### src/rtl/pdm_sample_feeder.sv
`default_nettype none
// ============================================================================
// Module   : pdm_sample_feeder
// Purpose  : Buffers signed audio samples from a valid/ready stream in a
//            small FIFO and, on each programmable sample-rate tick, pops one
//            and presents it as unsigned offset-binary to the PDM modulator.
// Options  : `define PDM_FEED_VOLUME_EN adds a 4-bit `vol` port that
//            arithmetic-shifts each popped sample right before conversion.
// Revision : 1.0 - initial release
// ============================================================================
module pdm_sample_feeder #(
    parameter int NBITS = 16,
    parameter int DEPTH = 8,
    parameter int DIV_W = 16
) (
    input  logic                     clk,
    input  logic                     rst,
    input  logic                     enable,
    input  logic [DIV_W-1:0]         divisor,
    input  logic                     s_valid,
    output logic                     s_ready,
    input  logic [NBITS-1:0]         s_data,
    output logic [NBITS-1:0]         sample,
    output logic                     sample_strobe,
    output logic [$clog2(DEPTH):0]   level,
    output logic                     underrun,
    input  logic                     clear_underrun
`ifdef PDM_FEED_VOLUME_EN
    ,
    input  logic [3:0]               vol
`endif
);

    localparam int               PW       = $clog2(DEPTH);
    localparam int               LW       = PW + 1;
    localparam logic [LW-1:0]    FULL_LVL = LW'(DEPTH);
    localparam logic [NBITS-1:0] MIDSCALE = {1'b1, {(NBITS-1){1'b0}}};

    logic [NBITS-1:0] mem_q [DEPTH];
    logic [PW-1:0]    wr_ptr_q, wr_ptr_d;
    logic [PW-1:0]    rd_ptr_q, rd_ptr_d;
    logic [LW-1:0]    count_q, count_d;
    logic [DIV_W-1:0] cnt_q, cnt_d;
    logic [NBITS-1:0] sample_q, sample_d;
    logic             strobe_q, strobe_d;
    logic             underrun_q, underrun_d;

    logic                    w_push;
    logic                    w_pop;
    logic                    w_tick;
    logic                    w_empty;
    logic                    w_full;
    logic signed [NBITS-1:0] w_head;
    logic [NBITS-1:0]        w_scaled;

    // Flow control depends on occupancy only, so a pop never opens s_ready
    // within the same cycle.
    assign w_full        = (count_q == FULL_LVL);
    assign w_empty       = (count_q == '0);
    assign s_ready       = ~w_full;
    assign w_push        = s_valid & ~w_full;
    assign w_tick        = enable & (cnt_q == '0);
    // Empty is judged on the registered level: a word pushed this edge is
    // never popped on the same edge.
    assign w_pop         = w_tick & ~w_empty;
    assign w_head        = mem_q[rd_ptr_q];
    assign sample        = sample_q;
    assign sample_strobe = strobe_q;
    assign level         = count_q;
    assign underrun      = underrun_q;

`ifdef PDM_FEED_VOLUME_EN
    assign w_scaled = w_head >>> vol;
`else
    assign w_scaled = w_head;
`endif

    // Next-state logic for pointers, occupancy, tick counter and outputs.
    always_comb begin
        wr_ptr_d   = wr_ptr_q;
        rd_ptr_d   = rd_ptr_q;
        count_d    = count_q;
        cnt_d      = cnt_q;
        sample_d   = sample_q;
        strobe_d   = 1'b0;
        underrun_d = underrun_q;

        if (w_push) begin
            wr_ptr_d = wr_ptr_q + PW'(1);
        end
        if (w_pop) begin
            rd_ptr_d = rd_ptr_q + PW'(1);
        end
        case ({w_push, w_pop})
            2'b10:   count_d = count_q + LW'(1);
            2'b01:   count_d = count_q - LW'(1);
            default: count_d = count_q;
        endcase

        if (!enable) begin
            cnt_d    = '0;
            sample_d = MIDSCALE;
        end else if (cnt_q == '0) begin
            cnt_d = divisor;
        end else begin
            cnt_d = cnt_q - DIV_W'(1);
        end

        if (w_pop) begin
            // Offset-binary conversion is a plain MSB flip.
            sample_d = w_scaled ^ MIDSCALE;
            strobe_d = 1'b1;
        end

        // A fresh underrun event outranks a clear request.
        if (w_tick && w_empty) begin
            underrun_d = 1'b1;
        end else if (clear_underrun) begin
            underrun_d = 1'b0;
        end
    end

    // Control state register; reset flushes the FIFO by zeroing pointers.
    always_ff @(posedge clk) begin
        if (rst) begin
            wr_ptr_q   <= '0;
            rd_ptr_q   <= '0;
            count_q    <= '0;
            cnt_q      <= '0;
            sample_q   <= MIDSCALE;
            strobe_q   <= 1'b0;
            underrun_q <= 1'b0;
        end else begin
            wr_ptr_q   <= wr_ptr_d;
            rd_ptr_q   <= rd_ptr_d;
            count_q    <= count_d;
            cnt_q      <= cnt_d;
            sample_q   <= sample_d;
            strobe_q   <= strobe_d;
            underrun_q <= underrun_d;
        end
    end

    // FIFO storage; contents need no reset since pointers define validity.
    always_ff @(posedge clk) begin
        if (w_push) begin
            mem_q[wr_ptr_q] <= s_data;
        end
    end

endmodule
`default_nettype wire

### config.mk
export PLATFORM = sky130hd
export DESIGN_NAME = pdm_sample_feeder
export DESIGN_NICKNAME = d
export VERILOG_FILES = /design/src/rtl/pdm_sample_feeder.sv
export SDC_FILE = /design/constraint.sdc
export NUM_CORES = 1
export LEC_CHECK = 0
export CAP_MARGIN = 20
export CORE_MARGIN = 3
export CORE_UTILIZATION = 55
export DETAILED_ROUTE_END_ITERATION = 16
export DONT_BUFFER_PORTS = 1
export PLACE_DENSITY_LB_ADDON = 0.25
export SYNTH_ARGS = -nofsm -noshare
export SYNTH_HDL_FRONTEND = slang
export SYNTH_SLANG_ARGS = --single-unit
### constraint.sdc
create_clock -name clk -period 3.37 [get_ports clk]
set_clock_uncertainty 0.1 [all_clocks]
set_input_delay 0.674 -clock clk [delete_from_list [all_inputs] [get_ports clk]]
set_output_delay 0.674 -clock clk [all_outputs]
set_load 0.01 [all_outputs]
==> results by group, run 1 <==
Synth
  • Number of flops mapped to enable cells by yosys: 128
  • Share of synthesized registers carrying an async set or reset: 0%
  • Netlist Area Pre-Place: 0.006917 mm^2
  • Top cell type's share of synthesized area: 55.57%
  • Cell count after synthesis: 441
  • Library cells used by synthesis: 38
  • Most frequent cell after synthesis: edfxtp_1
  • Synth area leader: edfxtp_1
  • Top cells by count, synth: 128 x edfxtp_1, 47 x dfxtp_1, 32 x mux4_2
  • Synth Register Bits: 175
  • Syn nets: 485
  • Main area contributors after synthesis: edfxtp_1 56%, dfxtp_1 14%, mux4_2 10%
  • Predominant post-synthesis flop cell: edfxtp_1
  • Seq/Total Area, Yosys: 69.18%
  • Warnings, synthesis: 0
  • Mean post-synth cell area: 15.68 um^2

Clocking
  • Clk slew on worst S/H paths: 0.07 ns
  • CTS buffer count: 17
  • # clock sinks: 175
  • CTS H-tree depth: 4
  • Root Driver: clkbuf_16
  • Post-CTS setup buffer count: 0
  • Post-CTS Hold Buffers: 0
  • Worst-Skew Late Latency: 0.42 ns
  • Resize count post-CTS: 0
  • Clk buf depth: 2
  • TritonCTS clock tree: done

Drt
  • Via count: 3728
  • Final WL: 13180 um
  • DRT Pass-1 Iters: 4
  • DR WL/cell: 20.85 um
  • DRT iter0 DRCs: 340
  • Vias/cell: 5.899
  • Antenna-violating nets left: 0
  • DRC errors left: 0

Floorplanning
  • Die Y: 118.1 um
  • Core ar.: 0.01216 mm^2
  • DIE AREA: 0.01396 mm^2
  • Core Rows: 40
  • I/O pins: 60
  • Die Width: 118.1 um
  • Initial core utilization: 56.87%

Layout
  • Area growth syn-to-layout: 12.23%
  • Final core occ: 63.83%
  • Layout cell share with drive strength beyond 1: 21.34%
  • # diodes: 0
  • Nets: 495
  • Final Non-Filler Cells: 632

Power and ir drop
  • P_sw: 0.001481 W
  • Reg power frac: 47.3%
  • Power per cell area: 713.5 mW/mm^2
  • VDD IR max: 0.5204 mV
  • P_int: 0.004058 W
  • Comb power frac: 16.4%
  • Clock power frac: 36.3%
  • Net Sw Frac: 26.73%
  • P_leak: 2.495 nW

Min path
  • Hold Path Origin: rst
  • Hold Crit Depth: 1
  • Hold Path Class: in -> reg
  • Hold Crit Endpoint: sample[8]

Critical path
  • Flop-to-flop setup slack: 0.58 ns
  • Worst R2R Start: cnt_q[10]
  • RR Endpoint: level[2]
  • FF-to-FF path depth: 10
  • WS Path Type: reg -> reg
  • CP Launch Type: register
  • Arrival time of the worst setup path: 3.04 ns
  • Worst Path Required: 3.62 ns
  • CP Capture Type: register
  • Crit Path Max Fanout: 6

Global route
  • Gr usage total: 20.42%
  • Vias in the first global route: 3819
  • Largest net degree at the start of global routing: 33
  • Initial antenna violation count: 0
  • First-pass GRT wire length: 21150 um
  • Grt total ovfl: 0

Timing
  • Slew @ Worst Pin: 0.9456 ns
  • RSZ-0062 raised after global routing: false
  • Setup ws final: 0.5784 ns
  • Setup-failing EPs final: 0
  • Slew HR: 36.88%
  • Final min period: 2.792 ns
  • Ratio of final minimum period to clock period: 82.84%
  • Max-slew violation count: 0
  • Fin. Hold Viols: 0
  • Setup tns final: 0 ns
  • Max Fclk: 358.2 MHz
  • Hold Slack: 0.2227 ns

Flow run
  • MaxCap Viol Count: 0

Place
  • Final HPWL DP: 7837 um
  • Inst Count DP: 600
  • Dpl ws: 0.6003 ns
  • Port Buffers: 0
  • Gp weighted congestion: 0.8737

Run status
  • Run status: complete, no violations
## cells by family (layout without fill, tap and decap cells)
kind of cell / count (synthesis) / after routing / synth area share (%)
DFF: 175 / 175 / 69.18
and+or+nand+nor: 113 / 113 / 8.159
AOI/OAI and AO/OA: 50 / 50 / 3.907
muxes: 49 / 49 / 13.15
buffers and inverters: 27 / 50 / 1.809
xor gates and xnor gates: 20 / 20 / 2.533
adders and majority gates: 7 / 7 / 1.266
## through the flow
step / power (W) / area, um^2
after floorplan: 0.003364 / 6917
final: 0.005539 / 7762
after detailed placement: 0.003575 / 7146
after CTS: 0.005585 / 7762
after global routing: 0.005802 / 7762
after global placement: 0.003536 / 7146
## sequential cells by signal, indices dropped and copies added (netlist names), named ones only
register       cells
rd_ptr_q           3
mem_q            128
level              4
cnt_q             16
underrun           1
wr_ptr_q           3
sample_strobe      1
sample            16
## layout make-up
| cell class | instances | area, um^2 |
|---|---|---|
| multi-input cells | 239 | 2033 |
| clock buffers | 19 | 442.9 |
| flip-flops and latches | 175 | 4786 |
| inverters | 5 | 18.77 |
| well taps | 168 | 210.2 |
| fillers | 873 | 4399 |
| repair buffers | 13 | 97.59 |
| clock inverters | 13 | 173.9 |
## critical path: stages (launching register included)
cell and delay, ns:
dfxtp_1 0.33, nor4_1 0.42, nand2_1 0.21, nor3_1 0.34
ha_1 0.32, xor2_1 0.17, ha_1 0.16, a21oi_1 0.05
xor2_1 0.17, or3_1 0.31, a21oi_1 0.14
## power groups by stage
stage	registers [W]	logic (W)	clock network, W
floorplan	0.00261	0.000757	0
global placement	0.00265	0.000882	0
detailed placement	0.00267	0.000909	0
CTS	0.00262	0.000914	0.00205
global route	0.00264	0.00103	0.00214
finish	0.00262	0.000908	0.00201
## how the worst max path moves through the flow
stage / slack (ns) / from / to / depth (start not counted)
2_1_floorplan: 0.28 / level[1] / mem_q[0][0] / 5
6_report: 0.58 / cnt_q[10] / level[2] / 10
4_1_cts: 0.57 / cnt_q[0] / level[2] / 12
5_1_grt: 0.18 / cnt_q[0] / level[2] / 12
3_3_place_gp: 0.66 / cnt_q[8] / level[2] / 10
3_5_place_dp: 0.60 / cnt_q[0] / level[2] / 12
## layout by cell type, fill, tap and decap left out, drive strengths merged
master / Yosys / final
edfxtp: 128 / 128
dfxtp: 47 / 47
mux4: 32 / 32
a21oi: 28 / 28
nand2: 27 / 27
nor2: 26 / 26
nand3: 21 / 21
clkbuf: 11 / 19
mux2: 15 / 15
nor3: 15 / 15
o21ai: 14 / 14
buf: 11 / 13
xnor2: 12 / 12
inv: 5 / 10
xor2: 8 / 8
ha: 7 / 7
nor4: 7 / 7
a211oi: 6 / 6
nand2b: 5 / 5
clkinv: 0 / 5
bufinv: 0 / 3
or3: 2 / 2
mux2i: 2 / 2
nor2b: 2 / 2
nor3b: 1 / 1
or4: 1 / 1
nand4: 1 / 1
or2: 1 / 1
nand4b: 1 / 1
and3: 1 / 1
nor4bb: 1 / 1
nor4b: 1 / 1
o31ai: 1 / 1
o21bai: 1 / 1
## per-layer routing
metal  wire length, um  vias up  global-route usage (%)  share of wire (%)
li1                  -     1708                       -                  -
met1              5504     1886                   25.65                 42
met2              6526      120                   33.55                 50
met3               976       14                   6.938                7.4
met4               170        0                   6.740                1.3
met5                 0        -                       0                  0
No activity file was read; power rests on OpenSTA's default activity.
==> run 2: changes to the inputs <==
- clock period: 3.37 -> 2.4 ns (I/O delays scaled with it)
==> results by group, run 2 (synthesis results as in run 1) <==
Clocking
  • Clk buf depth: 2 (unchanged)
  • TritonCTS clock tree: done
  • CTS H-tree depth: 4 (unchanged)
  • Root Driver: clkbuf_16
  • Worst-Skew Late Latency: 0.42 ns (about the same)
  • # clock sinks: 175 (unchanged)
  • CTS buffer count: 17 (unchanged)
  • Clk slew on worst S/H paths: 0.07 ns (about the same)
  • Post-CTS Hold Buffers: 0 (unchanged)

Global route
  • Initial antenna violation count: 0 (unchanged)
  • Grt total ovfl: 0 (unchanged)
  • Gr usage total: 21.06% (+0.64 points)
  • Largest net degree at the start of global routing: 32 (-3.0%)
  • Vias in the first global route: 4023 (+5.3%)
  • First-pass GRT wire length: 22120 um (+4.6%)

Critical path
  • Arrival time of the worst setup path: 2.66 ns (-0.38 ns)
  • CP Launch Type: register
  • Max incr delay on CP: 0.33 ns (-0.09 ns)
  • FF-to-FF path depth: 12 (+2)
  • CP Capture Type: register
  • Crit Path Max Fanout: 2 (-4)
  • CP dominant cell by count: ha_2
  • Cells along the critical path: inv_2, ha_2, nor3b_4, nand2_2, nor3_4, ha_2, xor2_2, ha_2, a21oi_2, xor2_1, or3_1, a21oi_2
  • Levels on crit path: 12 (+2)
  • CP max stage cell: or3_1
  • WS Path Type: reg -> reg
  • Worst path bufs/invs: 1 (+1)
  • Cell family with most CP delay: simple AND/OR/NAND/NOR gates
  • Worst Path Required: 2.66 ns (-0.96 ns)

Drt
  • DRC errors left: 0 (unchanged)
  • DRT iter0 DRCs: 311 (-8.5%)
  • Via count: 3883 (+4.2%)
  • Final WL: 13880 um (+5.3%)
  • DR WL/cell: 20.90 um (+0.25%)
  • DRT Pass-1 Iters: 5 (+1)
  • Antenna-violating nets left: 0 (unchanged)
  • Vias/cell: 5.848 (-0.86%)

Run status
  • Run status: finished with violations
  • Failing checks: negative setup slack

Layout
  • Layout cell share with drive strength beyond 1: 30.04% (+8.7 points)
  • Commonest non-fill, non-tap cell in the layout: edfxtp_1
  • Commonest non-fill, non-tap cells in the layout: 128 x edfxtp_1, 45 x dfxtp_1, 43 x buf_4
  • Area growth syn-to-layout: 16.61%
  • Reg with most FFs: mem_q
  • Number of fill cells: 835 (-4.4%)
  • Final instance area: 0.008065 mm^2 (+3.9%)
  • Multi-input gate area: 0.002133 mm^2 (+4.9%)
  • Max FFs per register: 128 (unchanged)
  • Nets: 527 (+6.5%)
  • Area occupied by registers: 0.004787 mm^2 (about the same)
  • # diodes: 0 (unchanged)

Timing
  • Setup tns final: -0.003319 ns (-0.003319 ns)
  • Setup-failing EPs final: 1 (+1)
  • Max Fclk: 416.1 MHz (+16%)
  • Setup ws final: -0.003319 ns (-0.5817 ns)
  • Final min period: 2.403 ns (-0.3883 ns)
  • Slew @ Worst Pin: 0.6895 ns (-0.2561 ns)
  • Slew HR: 54.04% (+17 points)
  • Ratio of final minimum period to clock period: 100.1% (+17 points)
  • RSZ-0062 raised after global routing: true
  • Fin. Hold Viols: 0 (unchanged)
  • Max-slew violation count: 0 (unchanged)

Power and ir drop
  • Power per cell area: 974.7 mW/mm^2 (+37%)
  • P_leak: 2.652 nW (+6.3%)
  • Final Total Pwr: 0.007861 W (+42%)
  • VDD IR max: 0.6566 mV (+26%)

Place
  • Port Buffers: 0 (unchanged)
  • Gp weighted congestion: 0.8359 (-4.3%)
  • Dpl cell area: 0.007436 mm^2 (+4.1%)
  • Final HPWL DP: 9164 um (+17%)

Min path
  • Hold Path Class: in -> reg
  • Hold Crit Depth: 1 (unchanged)

Floorplanning
  • Initial core utilization: 56.87% (unchanged)
  • Die Width: 118.1 um (unchanged)
  • Die Y: 118.1 um (unchanged)
  • I/O pins: 60 (unchanged)
  • Core ar.: 0.01216 mm^2 (unchanged)
  • Core Rows: 40 (unchanged)
  • DIE AREA: 0.01396 mm^2 (unchanged)

Flow run
  • MaxCap Viol Count: 0 (unchanged)
run 2: repair_timing:
action                                  in CTS  in global routing
pin swaps                                    5                  3
endpoints found under the setup margin       2                  2
setup buffers                                2                  0
gates resized for setup                      8                  8
hold endpoints to repair                     0                  1
run 2: path summary, 6_finish.rpt:
check                                  end         from  slack (ns)
worst min register to register    register  rd_ptr_q[1]        0.37
worst max register to register    level[2]     cnt_q[0]      -0.003
worst max-delay path              level[2]     cnt_q[0]      -0.003
worst min-delay path            sample[11]          rst        0.03
run 2: stage by stage:
stage / cells / hold slack, ns / setup WS (ns) / util [%]
after detailed placement: 630 / 0.3555 / -0.1051 / 61.14
after global placement: 630 / 0.3549 / -0.04804 / 61.14
after CTS: 664 / 0.007366 / 0.001564 / 66.03
final: 664 / 0.03005 / -0.003319 / 66.32
after global routing: 664 / -0.002543 / -0.09660 / 66.32
after floorplan: 441 / 0.3370 / -0.2667 / -
run 2: worst register-to-register path: cells and delay by family (launching register included):
kind / cells / cell delay (ns)
fa+ha+maj: 3 / 0.59
buf+inv: 1 / 0.06
simple gates: 4 / 0.80
flops: 1 / 0.32
compound gates: 2 / 0.16
xor+xnor: 2 / 0.30
run 2: layout make-up:
cell class | instances | area share, %
multi-input combinational | 239 | 26.45
sequential | 175 | 59.35
inverter | 5 | 0.2327
clock inverter | 15 | 1.582
tap | 168 | 2.606
timing repair buffer | 45 | 4.499
clock buffer | 17 | 5.275
run 2: routing by layer:
metal	part of all wire [%]	wire length [um]	track usage [%]	up-vias
li1	-	-	-	1782
met1	40	5593	26.55	1972
met2	51	7083	34.41	110
met3	7.2	1003	7.129	19
met4	1.4	197	7.179	0
met5	0	0	0	-
run 2: where the power goes:
part / internal, W / switching [W]
Sequential: 0.00345 / 0.000184
Combinational: 0.000766 / 0.000916
Clock: 0.00136 / 0.00118
Total: 0.00558 / 0.00228
